==> src/rtl/dvp_pixel_tx.sv <==
// DVP camera emulator: pulls 12-bit RGB444 pixels from a valid/ready source and
// replays them as OV7670-style vsync/href/8-bit byte pairs on the pixel clock.
module dvp_pixel_tx #(
   parameter int H_ACTIVE  = 640,
   parameter int V_ACTIVE  = 480,
   parameter int VSYNC_LEN = 3,
   parameter int VBP       = 17,
   parameter int HBLANK    = 5,
   parameter int VFP       = 10
) (
   input  logic        i_pclk,
   input  logic        i_rstn,
   input  logic        i_en,
   input  logic        i_pix_valid,
   input  logic [11:0] i_pix_data,
   output logic        o_pix_ready,
   output logic        o_vsync,
   output logic        o_href,
   output logic [7:0]  o_data,
   output logic        o_sof,
   output logic        o_eof,
   output logic        o_underflow
);

   localparam int COL_W  = (H_ACTIVE > 1) ? $clog2(H_ACTIVE) : 1;
   localparam int ROW_W  = (V_ACTIVE > 1) ? $clog2(V_ACTIVE) : 1;
   localparam int PH_A   = (VSYNC_LEN > VBP) ? VSYNC_LEN : VBP;
   localparam int PH_B   = (HBLANK > VFP) ? HBLANK : VFP;
   localparam int PH_MAX = (PH_A > PH_B) ? PH_A : PH_B;
   localparam int PH_W   = (PH_MAX > 1) ? $clog2(PH_MAX) : 1;

   localparam logic [COL_W-1:0] COL_LAST    = COL_W'(H_ACTIVE - 1);
   localparam logic [ROW_W-1:0] ROW_LAST    = ROW_W'(V_ACTIVE - 1);
   localparam logic [PH_W-1:0]  VSYNC_LAST  = PH_W'(VSYNC_LEN - 1);
   localparam logic [PH_W-1:0]  VBP_LAST    = PH_W'(VBP - 1);
   localparam logic [PH_W-1:0]  HBLANK_LAST = PH_W'(HBLANK - 1);
   localparam logic [PH_W-1:0]  VFP_LAST    = PH_W'(VFP - 1);

   typedef enum logic [2:0] {
      S_IDLE, S_VSYNC, S_VBP, S_ACT_HI, S_ACT_LO, S_HBLANK, S_VFP
   } state_t;

   state_t           state_reg, state_next;
   logic [PH_W-1:0]  phase_reg, phase_next;
   logic [COL_W-1:0] col_reg, col_next;
   logic [ROW_W-1:0] row_reg, row_next;
   logic [11:0]      pix_reg;
   logic             underflow_reg;

   always_ff @(posedge i_pclk or negedge i_rstn) begin
      if (!i_rstn) begin
         state_reg <= S_IDLE;
         phase_reg <= '0;
         col_reg   <= '0;
         row_reg   <= '0;
      end else begin
         state_reg <= state_next;
         phase_reg <= phase_next;
         col_reg   <= col_next;
         row_reg   <= row_next;
      end
   end

   always_comb begin
      state_next = state_reg;
      phase_next = phase_reg;
      col_next   = col_reg;
      row_next   = row_reg;
      case (state_reg)
         S_IDLE: begin
            if (i_en) begin
               state_next = S_VSYNC;
               phase_next = '0;
            end
         end
         S_VSYNC: begin
            if (phase_reg == VSYNC_LAST) begin
               state_next = S_VBP;
               phase_next = '0;
            end else begin
               phase_next = phase_reg + 1'b1;
            end
         end
         S_VBP: begin
            if (phase_reg == VBP_LAST) begin
               state_next = S_ACT_HI;
               phase_next = '0;
               col_next   = '0;
               row_next   = '0;
            end else begin
               phase_next = phase_reg + 1'b1;
            end
         end
         S_ACT_HI: state_next = S_ACT_LO;
         S_ACT_LO: begin
            if (col_reg == COL_LAST) begin
               state_next = S_HBLANK;
               col_next   = '0;
               phase_next = '0;
            end else begin
               state_next = S_ACT_HI;
               col_next   = col_reg + 1'b1;
            end
         end
         S_HBLANK: begin
            if (phase_reg == HBLANK_LAST) begin
               phase_next = '0;
               if (row_reg != ROW_LAST) begin
                  state_next = S_ACT_HI;
                  row_next   = row_reg + 1'b1;
               end else begin
                  state_next = S_VFP;
                  row_next   = '0;
               end
            end else begin
               phase_next = phase_reg + 1'b1;
            end
         end
         S_VFP: begin
            if (phase_reg == VFP_LAST) begin
               phase_next = '0;
               state_next = i_en ? S_VSYNC : S_IDLE;
            end else begin
               phase_next = phase_reg + 1'b1;
            end
         end
         default: state_next = S_IDLE;
      endcase
   end

   // Outputs decode only registered state, so nothing from the inputs reaches a pin combinationally.
   always_comb begin
      o_vsync     = 1'b0;
      o_href      = 1'b0;
      o_data      = 8'h00;
      o_sof       = 1'b0;
      o_eof       = 1'b0;
      o_pix_ready = 1'b0;
      case (state_reg)
         S_VSYNC: begin
            o_vsync = 1'b1;
            o_sof   = (phase_reg == '0);
         end
         S_VBP:    o_pix_ready = (phase_reg == VBP_LAST);
         S_ACT_HI: begin
            o_href = 1'b1;
            o_data = {4'hF, pix_reg[11:8]};
         end
         S_ACT_LO: begin
            o_href      = 1'b1;
            o_data      = pix_reg[7:0];
            o_pix_ready = (col_reg != COL_LAST);
         end
         S_HBLANK: begin
            o_eof       = (phase_reg == '0) && (row_reg == ROW_LAST);
            o_pix_ready = (phase_reg == HBLANK_LAST) && (row_reg != ROW_LAST);
         end
         default: ;
      endcase
   end

   // A missing pixel still consumes its slot as black; timing never stretches.
   always_ff @(posedge i_pclk or negedge i_rstn) begin
      if (!i_rstn) begin
         pix_reg       <= '0;
         underflow_reg <= 1'b0;
      end else if (o_pix_ready) begin
         if (i_pix_valid) begin
            pix_reg <= i_pix_data;
         end else begin
            pix_reg       <= '0;
            underflow_reg <= 1'b1;
         end
      end
   end

   assign o_underflow = underflow_reg;

endmodule
==> config.mk <==
export PLATFORM = sky130hd
export DESIGN_NAME = dvp_pixel_tx
export DESIGN_NICKNAME = d
export VERILOG_FILES = /design/src/rtl/dvp_pixel_tx.sv
export SDC_FILE = /design/constraint.sdc
export NUM_CORES = 1
export LEC_CHECK = 0
export BUFFER_PORTS_ARGS = -buffer_cell sky130_fd_sc_hd__buf_2
export CORE_ASPECT_RATIO = 2
export CORE_MARGIN = 1
export CORE_UTILIZATION = 50
export DETAILED_ROUTE_END_ITERATION = 6
export GPL_TIMING_DRIVEN = 0
export PLACE_DENSITY = 0.82
export RECOVER_POWER = 25
export SLEW_MARGIN = 20
export SYNTH_ARGS = -nofsm -noshare
export SYNTH_HDL_FRONTEND = slang
export SYNTH_SLANG_ARGS = --single-unit
export TNS_END_PERCENT = 1
==> constraint.sdc <==
create_clock -name i_pclk -period 2.95 [get_ports i_pclk]
set_input_delay 0.59 -clock i_pclk [delete_from_list [all_inputs] [get_ports i_pclk]]
set_output_delay 0.59 -clock i_pclk [all_outputs]
set_load 0.1 [all_outputs]
==> qor.yml <==
hold_viol_final: 0
power_leakage_nw: 1.28
hold_end: "o_underflow"
critPathBufInv: 4
outcome: "finished, violations left"
max_clock_freq_mhz: 353
routed_wl_mm: 5.38
synth_nets: 282
dieArea_um2: 5290
start_util_pct: 51.7
fillCellCount: 413
synth_top_area_cell: "dfrtp_1"
hp-class: "reg -> reg"
final_cell_mix: "dfrtp_1 (40), buf_2 (28), nand2_1 (24)"
design_power_total_mw: 2.57
dp_cells: 346
cpMostUsedCell: "clkbuf_1"
post-route-period-util_pct: 96.1
tightest_slew_ns: 2.15
synthCells: 260
final_cells: 355
hold_start: "o_underflow"
synth_top_area_share_pct: 40.1
via_count: 2093
fin_area_um2: 2860
reg2reg_from: "phase_reg[0]"
holdBufCountCts: 0
root_buffer: "clkbuf_8"
clkSinkCount: 40
clkLatencyLatePin_ns: 0.30
antennaDiodeCount: 0
critPathKind: "reg -> out"
avgRoutedWirePerCell_um: 15.1
drt-pass1-iter-count: 4
r2r_setup_slack_ns: 0.63
drt-initial-drc-count: 58
layout-drive-gt1-share_pct: 21.8
maxSlewHeadroom_pct: -43.2
async_flop_share_pct: 100
worst_hold_slack_ns: 0.460
dp_slack_ns: -0.0495
grt_pass1_wl_mm: 9.25
dpl.hpwl_mm: 3.96
synth_area_leaders: "dfrtp_1 (40%), mux2i_1 (7.6%), nand2_1 (3.6%)"
violations: "capacitance limit, slew limit"
grt_start_max_net_pins: 41
setup_slack_ns: 0.116
rsz0062_at_grt: "no"
fin_crit_ns: 2.83
nNetsFinal: 319
drc_errors: 0
row_count: 36
synth_cell_types: 60
max_stage_delay_ns: 0.47
antenna_left: 0
crit_required_ns: 2.36
crit-reg2reg-capture: "state_reg[2]"
ir_drop_uv: 846
clockBufferDepth: 2
cts-htree-levels: 2
grt_overflow: 0
ys.flop_type: "dfrtp_1"
cp-start-kind: "flop"
syn_to_final_growth_pct: 14.9
worstPathCellList: "buf_4 -> or3b_1 -> clkbuf_1 -> clkbuf_1 -> o32ai_1 -> buf_2"
cts_tree: "yes"
ff2ff_path_depth: 6
grt_usage_pct: 23.3
ys_seq_area_share_pct: 40.1
avgSynthCellArea_um2: 9.59
io_pins: 30
arrival_ns: 2.24
final_common_cell: "dfrtp_1"
path_delay_family: "buffers and inverters"
power_density_nw_per_um2: 896
finalClockSkew_ns: 0.00669
cp-end-kind: "output port"
synth_edf_count: 0
antenna_found_initial: 0
crit_path_top_delay_cell: "buf_2"
maxCapViolCount: 1
grt_pass1_vias: 2037
largest_register_ffs: 12
final-max-slew-violation-count: 41
fp.dieH_um: 102
placed_area_um2: 2720
syn-cell-area_um2: 2490
cts.clk_slew.worst_paths_ns: 0.08
routed_via_density: 5.90
min_path_cells: 1
port_buffers: 29
crit_fanout: 10
cts_made_buffers: 5
place_congestion: 0.844
coreArea_um2: 4820
die_w_um: 51.9
ys_ff_latch: 40
setup_viol_count_final: 0
yosys_warnings: 0
==> synthesized netlist by cell type (2+ instances only) <==
library cell	instances
mux2_2	2
and3_1	3
a21o_1	3
nor3_1	2
nor2_1	4
inv_1	18
a22oi_1	2
nand2_1	24
o22ai_1	5
a22o_1	4
nor2b_1	3
nand2b_1	3
o32ai_1	4
o21ai_0	17
and4_1	3
clkbuf_1	7
nand4_1	7
or4b_1	2
buf_2	7
a21oi_1	5
dfrtp_1	40
nor3b_1	2
and2_1	5
buf_6	2
o211ai_1	2
or2_2	2
a31oi_1	6
nand3_1	17
and4bb_2	2
nor3b_2	2
ha_1	6
mux2i_1	19
nand3b_1	3
==> logic make-up after synthesis <==
family	share of synthesized area (%)
AOI/OAI and AO/OA	17.8
adders and majority gates	3.01
muxes	8.98
xor gates and xnor gates	0.351
buffers and inverters	7.38
DFF	40.1
and+or+nand+nor	22.3
==> layout make-up <==
cell class,instances,area [µm²],share of cell area (%)
Multi-Input combinational cell,183,1340,46.9
Sequential cell,40,1000,34.9
Timing Repair Buffer,30,173,6.03
Buffer,19,116,4.06
Clock buffer,6,82.6,2.88
Tap cell,57,71.3,2.49
Inverter,18,67.6,2.36
Clock inverter,2,10.0,0.349
==> metal layers <==
layer	vias up	GRT usage [%]	wire length [µm]
met3	17	3.57	166
met4	0	11.2	170
met2	46	42.8	2940
met5	-	0	0
met1	1008	24.7	2100
li1	1022	-	-
==> per-stage QoR <==
stage          util, %  TNS (ns)
2_1_floorplan        -    -11.35
3_3_place_gp      56.4   -0.0287
3_5_place_dp      56.4   -0.0495
4_1_cts           58.7  -0.00154
5_1_grt           59.4         0
6_report          59.4         0
==> power breakdown <==
group | switching [mW] | internal (mW) | leakage (nW) | total [mW]
registers | 0.0818 | 0.694 | 0.525 | 0.776
logic | 1.01 | 0.396 | 0.700 | 1.41
clock network | 0.197 | 0.187 | 0.0510 | 0.384
total | 1.29 | 1.28 | 1.28 | 2.57
==> worst max-delay path by stage <==
stage	startpoint	end	slack [ns]	depth (start not counted)
after detailed placement	phase_reg[0]	o_pix_ready	-0.05	8
after floorplan	state_reg[1]	state_reg[2]	-0.87	5
after global placement	phase_reg[0]	o_pix_ready	-0.03	8
after global routing	state_reg[2]	o_data[6]	0.01	6
final	state_reg[2]	o_data[0]	0.12	6
after CTS	phase_reg[0]	o_pix_ready	-0.002	8
==> timing repair <==
item                       4_1_cts  5_1_grt
gates resized for setup          2       10
setup endpoints to repair        1        7
pin swaps                        1        0
setup buffers                    1        0
No activity file was read; power rests on OpenSTA's default activity.
